File: src/rtl/mul_div_unit.sv
// Iterative 16-bit unsigned multiply/divide unit: shift-add multiply, restoring divide,
// one bit per cycle, result written back to the register file in a single WB cycle.
module mul_div_unit #(
   parameter int DATA_W = 16,
   parameter int ADDR_W = 4
) (
   input  logic              CLK,
   input  logic              Reset,
   input  logic              Start,
   input  logic [1:0]        Op,
   input  logic [DATA_W-1:0] SrcA,
   input  logic [DATA_W-1:0] SrcB,
   input  logic [ADDR_W-1:0] DestReg,
   output logic              Busy,
   output logic              Done,
   output logic [ADDR_W-1:0] WriteReg,
   output logic [DATA_W-1:0] WriteData,
   output logic              RegWre
);

   localparam int CNT_W = $clog2(DATA_W);
   localparam logic [1:0] IDLE = 2'd0;
   localparam logic [1:0] CALC = 2'd1;
   localparam logic [1:0] WB   = 2'd2;
   localparam logic [CNT_W-1:0] LAST_CNT = CNT_W'(DATA_W - 1);

   logic [1:0]        state_q, state_d;
   logic [CNT_W-1:0]  count_q, count_d;
   logic [1:0]        op_q, op_d;
   logic [ADDR_W-1:0] dest_q, dest_d;
   logic [DATA_W-1:0] opnd_q, opnd_d;
   logic [DATA_W-1:0] hi_q, hi_d;
   logic [DATA_W-1:0] lo_q, lo_d;
   logic [ADDR_W-1:0] write_reg_q, write_reg_d;
   logic [DATA_W-1:0] write_data_q, write_data_d;

   logic [DATA_W:0]   mul_sum;
   logic [DATA_W:0]   div_shift;
   logic [DATA_W-1:0] div_diff;
   logic              div_ge;

   // hi/lo is the product pair for multiply (lo starts as the multiplier) and the
   // remainder/quotient pair for divide (lo starts as the dividend). opnd holds the
   // multiplicand or divisor.
   always_comb begin
      state_d      = state_q;
      count_d      = count_q;
      op_d         = op_q;
      dest_d       = dest_q;
      opnd_d       = opnd_q;
      hi_d         = hi_q;
      lo_d         = lo_q;
      write_reg_d  = write_reg_q;
      write_data_d = write_data_q;

      mul_sum   = {1'b0, hi_q} + ({1'b0, opnd_q} & {(DATA_W + 1){lo_q[0]}});
      div_shift = {hi_q, lo_q[DATA_W-1]};
      div_ge    = div_shift >= {1'b0, opnd_q};
      div_diff  = div_shift[DATA_W-1:0] - opnd_q;

      case (state_q)
         IDLE: begin
            if (Start) begin
               state_d = CALC;
               count_d = '0;
               op_d    = Op;
               dest_d  = DestReg;
               opnd_d  = Op[1] ? SrcB : SrcA;
               hi_d    = '0;
               lo_d    = Op[1] ? SrcA : SrcB;
            end
         end
         CALC: begin
            count_d = count_q + 1'b1;
            if (op_q[1]) begin
               hi_d = div_ge ? div_diff : div_shift[DATA_W-1:0];
               lo_d = {lo_q[DATA_W-2:0], div_ge};
            end else begin
               hi_d = mul_sum[DATA_W:1];
               lo_d = {mul_sum[0], lo_q[DATA_W-1:1]};
            end
            // Op[0] picks the high word: MULH product high half or REMU remainder.
            if (count_q == LAST_CNT) begin
               state_d      = WB;
               write_reg_d  = dest_q;
               write_data_d = op_q[0] ? hi_d : lo_d;
            end
         end
         WB:      state_d = IDLE;
         default: state_d = IDLE;
      endcase
   end

   always_ff @(posedge CLK or posedge Reset) begin
      if (Reset) begin
         state_q      <= IDLE;
         count_q      <= '0;
         op_q         <= '0;
         dest_q       <= '0;
         opnd_q       <= '0;
         hi_q         <= '0;
         lo_q         <= '0;
         write_reg_q  <= '0;
         write_data_q <= '0;
      end else begin
         state_q      <= state_d;
         count_q      <= count_d;
         op_q         <= op_d;
         dest_q       <= dest_d;
         opnd_q       <= opnd_d;
         hi_q         <= hi_d;
         lo_q         <= lo_d;
         write_reg_q  <= write_reg_d;
         write_data_q <= write_data_d;
      end
   end

   // Status decodes straight from state so an async reset drops them at once.
   assign Busy      = (state_q != IDLE);
   assign Done      = (state_q == WB);
   assign RegWre    = (state_q == WB) && (dest_q != '0);
   assign WriteReg  = write_reg_q;
   assign WriteData = write_data_q;

endmodule
File: config.mk
export PLATFORM = sky130hd
export DESIGN_NAME = mul_div_unit
export DESIGN_NICKNAME = d
export VERILOG_FILES = /design/src/rtl/mul_div_unit.sv
export SDC_FILE = /design/constraint.sdc
export NUM_CORES = 1
export LEC_CHECK = 0
export BUFFER_PORTS_ARGS = -buffer_cell sky130_fd_sc_hd__buf_4
export CAP_MARGIN = 15
export CELL_PAD_IN_SITES_DETAIL_PLACEMENT = 0
export CELL_PAD_IN_SITES_GLOBAL_PLACEMENT = 1
export CORE_ASPECT_RATIO = 2
export CORE_UTILIZATION = 50
export CTS_BUF_LIST = sky130_fd_sc_hd__clkbuf_4
export DETAILED_ROUTE_END_ITERATION = 16
export PLACE_DENSITY_LB_ADDON = 0.1
export SETUP_SLACK_MARGIN = 0.02
export SYNTH_ARGS = -nofsm -noshare
export SYNTH_HDL_FRONTEND = slang
export SYNTH_SLANG_ARGS = --single-unit
export TNS_END_PERCENT = 50
File: constraint.sdc
create_clock -name CLK -period 8.45 [get_ports CLK]
set_input_delay 0.845 -clock CLK [delete_from_list [all_inputs] [get_ports CLK]]
set_output_delay 0.845 -clock CLK [all_outputs]
set_load 0.1 [all_outputs]
==> flow_summary.json, run 1 <==
{
  "final-hold-violation-count": 0,
  "rsz0062_at_grt": "no",
  "synth_cell_types": 64,
  "placeableCoreArea_sq_mm": 0.0109,
  "track_usage_pct": 28.9,
  "status": "complete, no violations",
  "synthTopCellsByArea": "dfrtp_1, mux2i_1, ha_1, nand2_1, o21ai_0",
  "cts.repair.resized": 0,
  "post-cts-setup-buffers": 0,
  "syn_area_sq_mm": 0.00564,
  "ys_warn_count": 0,
  "fmax_ghz": 0.293,
  "grt_max_degree": 60,
  "grt_pass1_wl_mm": 26.4,
  "tns_ps": 0,
  "drtIter0Drc": 270,
  "die-area_sq_mm": 0.0117,
  "first_pass_iters": 6,
  "synth_seq_area_share_pct": 35.5,
  "clock-sinks": 80,
  "hold_path_class": "input port to asynchronous set/reset pin",
  "synth_top_area_share_pct": 35.5,
  "worstPathCellList": "and2_1 -> ha_1 -> inv_1 -> fa_1 -> nor2b_1 -> o31a_1 -> o21ai_1 -> a211oi_1 -> nor3_1 -> nor4b_1 -> a211oi_2 -> a31oi_1",
  "maxCapViolations": 0,
  "worstReg2RegStart": "lo_q[0]",
  "cts_buffers": 9,
  "area_growth_pct": 12.3,
  "clock_latency_ps": 430,
  "vias": 4887,
  "pin_count": 64,
  "crit_start": "lo_q[0]",
  "required_ps": 8800,
  "grt_remaining_overflow": 0,
  "postCtsHoldBufs": 0,
  "port-buffer-count": 63,
  "max_stage_delay_ps": 690,
  "cp-endpoint": "WriteData[13]",
  "critPathSlowestCell": "dfrtp_1",
  "max_slew_margin_pct": 37.5,
  "arrival_ps": 3760,
  "cts-root-buf": "clkbuf_4",
  "rows": 54,
  "cp-start-kind": "register",
  "drive_gt1_share_pct": 17.0,
  "viasPerCell": 5.98,
  "antenna_found_initial": 1,
  "r2r_setup_slack_ps": 5040,
  "skew_ps": 17.0,
  "cts_max_level": 3,
  "fp.dieW_microns": 77.1,
  "critPathKind": "register to register",
  "critPathCaptureType": "register",
  "rr_worst_depth": 12,
  "fin_crit_sh_pct": 40.3,
  "cts.clk_slew.worst_paths_ps": 130,
  "ant_nets": 0,
  "synthCells": 624,
  "synth_fp_nets": 700,
  "avgSynthCellArea_sq_um": 9.04,
  "grt_pass1_vias": 5086,
  "die_y_microns": 152,
  "async_reset_ff_share_pct": 100,
  "synth_seq_cells": 80,
  "drc": 0,
  "yosysTopAreaCell": "dfrtp_1",
  "finalSetupViolCount": 0,
  "start_util_pct": 51.5,
  "report.final.slew_viol_count": 0,
  "timing.rr.end": "WriteData[13]",
  "cts_tree": "built",
  "period_minus_slack_ps": 3410,
  "dp_hpwl_mm": 12.2,
  "critPathMaxFanout": 18,
  "whs_ps": 400,
  "synthFlopType": "dfrtp_1",
  "nets": 747,
  "drt_wl_total_mm": 16.1,
  "synth-edff-count": 0,
  "tightestPinTransition_ps": 937,
  "cts_buffer_depth": 2,
  "route.detailed.wl_per_inst_microns": 19.7,
  "gp_congestion": 0.917
}
[sequential cells by signal, indices dropped and copies added (netlist names)]
signal / cells
WriteData: 16
WriteReg: 4
count_q: 4
dest_q: 4
hi_q: 16
lo_q: 16
op_q: 2
opnd_q: 16
state_q: 2
[layer usage]
layer | routed length, microns | part of all wire, % | track usage [%] | up-vias
li1 | - | - | - | 2355
met1 | 6560 | 41 | 34.1 | 2402
met2 | 8570 | 53 | 52.1 | 98
met3 | 385 | 2.4 | 2.93 | 32
met4 | 604 | 3.7 | 13.0 | 0
met5 | 0 | 0 | 0 | -
[cell usage after synthesis, types with 8 or more instances]
library cell   n
nor3_1         8
a21o_1        14
a221oi_1      16
o21ai_1       10
ha_1          33
nor2_1        41
o21ai_0       50
inv_1         28
buf_1          8
nand3_1       23
nand2_1       74
dfrtp_1       80
xnor2_1       13
mux2i_1       50
a21oi_1       23
and2_1        20
xor2_1         9
clkbuf_1      23
[layout by cell type (no fill, tap or decap), types with 5 or more instances in the layout]
cell type	netlist	routed
mux2i_1	50	50
a21oi_1	23	23
a211oi_1	6	6
mux2_2	6	6
inv_1	28	27
dfrtp_1	80	80
and2_1	20	20
ha_1	33	33
o21ai_1	10	10
a21o_1	14	14
and3_1	5	5
nand2_1	74	73
nor2_1	41	41
buf_4	0	69
o21a_1	5	5
xor2_1	9	9
nor3_1	8	8
a31oi_1	5	5
a221oi_1	16	16
nand2b_1	6	6
nand3_1	23	23
a22o_1	6	6
xnor2_1	13	13
o21ai_0	50	50
clkbuf_4	0	10
[worst min-delay path by stage]
stage,startpoint,endpoint,slack (ps),depth (start not counted)
global route,Reset,count_q[3],410,2
detailed placement,WriteData[0],WriteData[0],470,1
CTS,Reset,lo_q[5],400,2
floorplan,count_q[3],count_q[3],460,1
finish,Reset,lo_q[5],400,2
global placement,WriteReg[2],WriteReg[2],460,2
[layout make-up]
| type | count | area (sq um) |
|---|---|---|
| Sequential cell | 80 | 2000 |
| Antenna cell | 1 | 2.50 |
| Multi-Input combinational cell | 482 | 3390 |
| Clock inverter | 6 | 60.1 |
| Fill cell | 1040 | 4610 |
| Inverter | 29 | 110 |
| Clock buffer | 10 | 75.1 |
| Tap cell | 140 | 175 |
| Timing Repair Buffer | 69 | 518 |
[kinds of logic (layout without fill, tap and decap cells)]
family                     after synthesis  in the layout  share of synthesized area [%]
other                                    0              1                              0
and+or+nand+nor                        191            191                           15.8
adders and majority gates               35             35                           8.03
buffers and inverters                   62            114                           4.39
AOI/OAI and AO/OA                      178            178                           22.8
xor gates and xnor gates                22             22                           3.42
DFF                                     80             80                           35.5
muxes                                   56             56                           10.1
[worst max-delay path: cells and delay by family, from the launching register on]
kind / cells / cell delay (ps)
compound gates: 5 / 1070
fa+ha+maj: 2 / 590
flops: 1 / 690
buf+inv: 1 / 60
simple gates: 4 / 920
[stage by stage]
step / cell area, sq um / instances / utilization, % / setup WS, ps
after global routing: 6340 / 817 / 57.9 / 4830
after floorplan: 5640 / 624 / - / 4810
after global placement: 6200 / 800 / 56.6 / 5190
after CTS: 6330 / 816 / 57.9 / 5050
after detailed placement: 6200 / 800 / 56.6 / 5070
final: 6340 / 817 / 57.9 / 5040
Power of run 1 is not shown: default switching activity piles up to over one toggle a cycle in this logic, so the estimate is an artifact.
==> inputs of run 2 (changes only) <==
--- a/config.mk
+++ b/config.mk
@@ -5,12 +5,13 @@
 export SDC_FILE = /design/constraint.sdc
 export NUM_CORES = 1
 export LEC_CHECK = 0
+export ABC_AREA = 1
 export BUFFER_PORTS_ARGS = -buffer_cell sky130_fd_sc_hd__buf_4
 export CAP_MARGIN = 15
 export CELL_PAD_IN_SITES_DETAIL_PLACEMENT = 0
 export CELL_PAD_IN_SITES_GLOBAL_PLACEMENT = 1
 export CORE_ASPECT_RATIO = 2
-export CORE_UTILIZATION = 50
+export CORE_UTILIZATION = 44
 export CTS_BUF_LIST = sky130_fd_sc_hd__clkbuf_4
 export DETAILED_ROUTE_END_ITERATION = 16
 export PLACE_DENSITY_LB_ADDON = 0.1
==> constraint.sdc (replaced) <==
create_clock -name CLK -period 3.3 [get_ports CLK]
set_input_delay 0.33 -clock CLK [delete_from_list [all_inputs] [get_ports CLK]]
set_output_delay 0.33 -clock CLK [all_outputs]
set_load 0.1 [all_outputs]
==> run 2 against run 1 <==
Global-route usage is 5.2 points higher. Wire length is 50% higher. Flip-flop and latch count stayed put. Cell count is 52% higher. Register-to-register slack worse by 4600 ps. Critical path type unchanged. Highest routed layer unchanged.
==> flow_summary.json, run 2 <==
{
  "status": "complete, no violations",
  "synthCells": 986,
  "critPathCaptureType": "register",
  "rsz0062_at_grt": "no",
  "synth-edff-count": 0,
  "synth_seq_area_share_pct": 31.0,
  "drt_wl_total_mm": 24.2,
  "fp.dieW_microns": 87.7,
  "cts_buffer_depth": 2,
  "skew_ps": 32.7,
  "antenna_found_initial": 1,
  "drtIter0Drc": 373,
  "synth_seq_cells": 80,
  "dp_hpwl_mm": 19.3,
  "synth_common_cells": "nand2_1, inv_1, dfrtp_1, nand3_1, o21ai_0",
  "r2r_setup_slack_ps": 490,
  "area_growth_pct": 12.2,
  "syn_area_sq_mm": 0.00647,
  "grt_pass1_vias": 6735,
  "rows": 62,
  "die-area_sq_mm": 0.0152,
  "async_reset_ff_share_pct": 100,
  "finalSetupViolCount": 0,
  "pin_count": 64,
  "yosysMostFrequentCell": "nand2_1",
  "cts_buffers": 9,
  "rr_worst_depth": 14,
  "drc": 0,
  "ant_nets": 0,
  "arrival_ps": 3190,
  "clock-sinks": 80,
  "mostFrequentLayoutCell": "nand2_1",
  "synthTopCellsByArea": "dfrtp_1, nand2_1, inv_1, ha_1, nand3_1",
  "gp_congestion": 0.947,
  "placeableCoreArea_sq_mm": 0.0144,
  "cp-endpoint": "hi_q[15]",
  "final_cell_mix": "nand2_1, inv_1, dfrtp_1",
  "hold_path_class": "input port to register",
  "fin_crit_sh_pct": 85.3,
  "synthFlopType": "dfrtp_1",
  "critPathKind": "register to register",
  "tns_ps": 0,
  "synth_cell_types": 47,
  "vias": 6664,
  "worstReg2RegStart": "lo_q[0]",
  "final-hold-violation-count": 0,
  "first_pass_iters": 5,
  "cts_tree": "built",
  "grt_remaining_overflow": 0,
  "track_usage_pct": 34.2,
  "synth_fp_nets": 1062,
  "report.final.slew_viol_count": 0,
  "cp-start-kind": "register",
  "nets": 1119,
  "stdcell_count": 1239,
  "grt_max_degree": 54,
  "start_util_pct": 45.1,
  "maxCapViolations": 0,
  "port-buffer-count": 63,
  "yosysTopAreaCell": "dfrtp_1",
  "viasPerCell": 5.38,
  "period_minus_slack_ps": 2810,
  "ys_warn_count": 0,
  "avgSynthCellArea_sq_um": 6.56,
  "crit_start": "lo_q[0]",
  "route.detailed.wl_per_inst_microns": 19.5,
  "cts_max_level": 3,
  "clock_latency_ps": 480,
  "max_slew_margin_pct": 48.7,
  "required_ps": 3680,
  "critPathMaxFanout": 18,
  "timing.rr.end": "hi_q[15]",
  "die_y_microns": 173,
  "grt_pass1_wl_mm": 37.3,
  "tightestPinTransition_ps": 765,
  "cts.clk_slew.worst_paths_ps": 130,
  "dp.cells": 1223,
  "fmax_ghz": 0.355,
  "synth_top_area_share_pct": 31.0,
  "drive_gt1_share_pct": 12.7,
  "cts-root-buf": "clkbuf_4"
}
## run 2: cell count changes after synthesis, moves of 8 or more
cell	change
a221oi_1	-16
a21o_1	-13
nand4_1	+26
inv_1	+113
inv_2	+8
xnor2_1	-13
mux2i_1	-49
a21oi_1	+8
nand3_1	+38
nand2_1	+309
o211ai_1	+15
nand2_4	+8
and2_1	-16
## run 2: how the worst min path moves through the flow
stage | from | end | slack [ps] | depth (start not counted)
floorplan | DestReg[3] | dest_q[3] | 440 | 2
global placement | Reset | dest_q[0] | 460 | 2
detailed placement | Reset | WriteData[8] | 470 | 2
CTS | DestReg[3] | dest_q[3] | 9 | 3
global route | DestReg[3] | dest_q[3] | 30 | 3
finish | DestReg[3] | dest_q[3] | 40 | 3
## run 2: routing by layer
layer  GRT usage, %  up-vias  wire [microns]
li1               -     3251               -
met1           33.3     3121            8240
met2           60.0      193           12700
met3           5.33       99             877
met4           29.5        0            2430
met5              0        -               0
## run 2: cells by family after synthesis
kind of cell,share of synthesized area [%]
flops,31.0
xor+xnor,1.08
mux,0.155
compound gates,12.3
simple gates,37.0
fa+ha+maj,7.00
buf+inv,11.5
## run 2: worst max-delay path, stage by stage (launching register included)
cell	delay [ps]
dfrtp_1	760
nand2_1	110
inv_1	80
ha_1	210
inv_1	80
fa_1	400
o21ai_0	370
nand3_1	160
nand3_1	120
nand2_1	50
nand2_1	50
nand2_1	60
nand3_1	110
nand2_1	50
o21ai_0	90
## run 2: area by class of cell
type | count | area (sq um)
Antenna cell | 1 | 2.50
Clock buffer | 9 | 67.6
Clock inverter | 5 | 50.0
Fill cell | 1569 | 7090
Inverter | 153 | 583
Multi-Input combinational cell | 721 | 3720
Sequential cell | 80 | 2000
Tap cell | 192 | 240
Timing Repair Buffer | 78 | 588
## run 2: timing repair
action / in CTS / in global routing
endpoints found under the hold margin: 34 / 0
hold buffers: 1 / 0
setup buffers: 0 / 0
resized for setup: 0 / 0
## run 2: through the flow
stage	worst slack [ps]	util (%)	cell area (sq um)	hold slack (ps)
after global routing	202	50.6	7260	31.2
after global placement	654	49.7	7130	464
final	486	50.6	7260	39.9
after CTS	543	50.5	7250	8.51
after detailed placement	598	49.7	7130	466
after floorplan	891	-	6470	440
Power of run 2 is left out for the same reason.
==> inputs of run 3 (changes only) <==
--- a/config.mk
+++ b/config.mk
@@ -6,7 +6,7 @@
 export NUM_CORES = 1
 export LEC_CHECK = 0
 export ABC_AREA = 1
-export BUFFER_PORTS_ARGS = -buffer_cell sky130_fd_sc_hd__buf_4
+export BUFFER_PORTS_ARGS = -buffer_cell sky130_fd_sc_hd__buf_2
 export CAP_MARGIN = 15
 export CELL_PAD_IN_SITES_DETAIL_PLACEMENT = 0
 export CELL_PAD_IN_SITES_GLOBAL_PLACEMENT = 1
==> run 3 against run 2 <==
Global-route usage decreased by 1.8 points. Highest routed layer unchanged. Cell count decreased by 0.16%. Utilization is 0.99 points lower. Count of clock-buffer cells in the layout rose by 1. Die area is the same.
==> flow_summary.json, run 3 (same netlist as run 2, synthesis figures left out) <==
{
  "status": "complete, no violations",
  "vias": 6586,
  "drtIter0Drc": 420,
  "hold_path_class": "input port to register",
  "cp-start-kind": "register",
  "stdcell_count": 1237,
  "drt_wl_total_mm": 23.2,
  "whs_ps": 41.0,
  "nets": 1116,
  "cts_buffers": 9,
  "grt_remaining_overflow": 0,
  "port-buffer-count": 63,
  "multi_input_area_sq_mm": 0.00372,
  "drc": 0,
  "cts-root-buf": "clkbuf_4",
  "rows": 62,
  "final-hold-violation-count": 0,
  "arrival_ps": 3110,
  "rsz0062_at_grt": "no",
  "period_minus_slack_ps": 2660,
  "dp_hpwl_mm": 18.7,
  "register_area_sq_mm": 0.00200,
  "area_growth_pct": 10.0,
  "cts_buffer_depth": 2,
  "met1_length_mm": 7.98,
  "die-area_sq_mm": 0.0152,
  "viasPerCell": 5.32,
  "fill_cells": 1575,
  "fin_crit_sh_pct": 80.7,
  "critPathMaxFanout": 14,
  "final_core_util_pct": 49.6,
  "report.final.slew_viol_count": 0,
  "grt_max_degree": 44,
  "antenna_found_initial": 1,
  "wl_met2_mm": 12.4,
  "die_y_microns": 173,
  "finalSetupViolCount": 0,
  "critPathKind": "register to register",
  "clock-sinks": 80,
  "grt_pass1_wl_mm": 35.5,
  "gp_congestion": 0.939,
  "clock_latency_ps": 490,
  "route.detailed.wl_per_inst_microns": 18.7,
  "tns_ps": 0,
  "grt_pass1_vias": 6583,
  "cts_max_level": 3,
  "placeableCoreArea_sq_mm": 0.0144,
  "ant_nets": 0,
  "required_ps": 3740,
  "cts_tree": "built",
  "critPathCaptureType": "register",
  "routed.top_layer": "met4",
  "max_slew_margin_pct": 50.5,
  "track_usage_pct": 32.3,
  "pin_count": 64,
  "skew_ps": 28.3,
  "final_cell_mix": "nand2_1, inv_1, dfrtp_1",
  "first_pass_iters": 5,
  "tightestPinTransition_ps": 738,
  "maxCapViolations": 0,
  "met3_length_microns": 665,
  "fmax_ghz": 0.375,
  "cts.clk_slew.worst_paths_ps": 150,
  "drive_gt1_share_pct": 12.7,
  "start_util_pct": 45.1,
  "mostFrequentLayoutCell": "nand2_1",
  "fp.dieW_microns": 87.7,
  "dp.cells": 1220
}
run 3: changes by cell type in the layout (fill, tap and decap cells not counted):
cell       change
buf_2         +63
buf_4         -66
bufinv_16      +1
clkbuf_4       +1
clkinv_1       -2
inv_6          +1
run 3: critical path, stage by stage, from the launching register on:
cell	delay, ps
dfrtp_1	620
nand2_1	110
inv_1	70
ha_1	180
inv_1	80
fa_1	400
o21ai_0	330
nand3_1	160
nand3_1	130
nand2_1	90
nand2_1	70
nand2_1	60
nand4_1	120
nand2_1	120
nand2_1	80
run 3: final cells by class:
type | instances | area share, %
timing repair buffer | 75 | 5.73
sequential | 80 | 28.1
inverter | 153 | 8.19
antenna | 1 | 0.0352
clock inverter | 5 | 1.14
multi-input combinational | 721 | 52.3
tap | 192 | 3.38
clock buffer | 10 | 1.06
run 3: stage by stage:
| stage | instance area (sq um) | setup slack, ps |
|---|---|---|
| floorplan | 6470 | 891 |
| global placement | 6950 | 657 |
| detailed placement | 6950 | 647 |
| CTS | 7110 | 638 |
| global route | 7120 | 333 |
| finish | 7120 | 636 |
run 3: path summary, 6_finish.rpt:
path | slack [ps] | cells past startpoint | end | from
worst max-delay path | 640 | 14 | WriteData[15] | lo_q[0]
worst min-delay path | 40 | 3 | dest_q[3] | DestReg[3]
worst max register to register | 640 | 14 | WriteData[15] | lo_q[0]
worst min register to register | 500 | 2 | WriteReg[3] | WriteReg[3]
max in group asynchronous | 1990 | 4 | lo_q[12] | Reset
min in group asynchronous | 430 | 3 | count_q[0] | Reset
run 3: timing repair:
item                      4_1_cts  5_1_grt
hold buffers                    1        0
resized for setup               0        0
hold endpoints to repair       29        0
buffers inserted                0        0
run 3: routing by layer:
metal	vias up	global-route usage [%]
li1	3256	-
met3	89	3.71
met2	200	58.2
met5	-	0
met1	3041	32.1
met4	0	25.5
Power of run 3 is left out for the same reason.
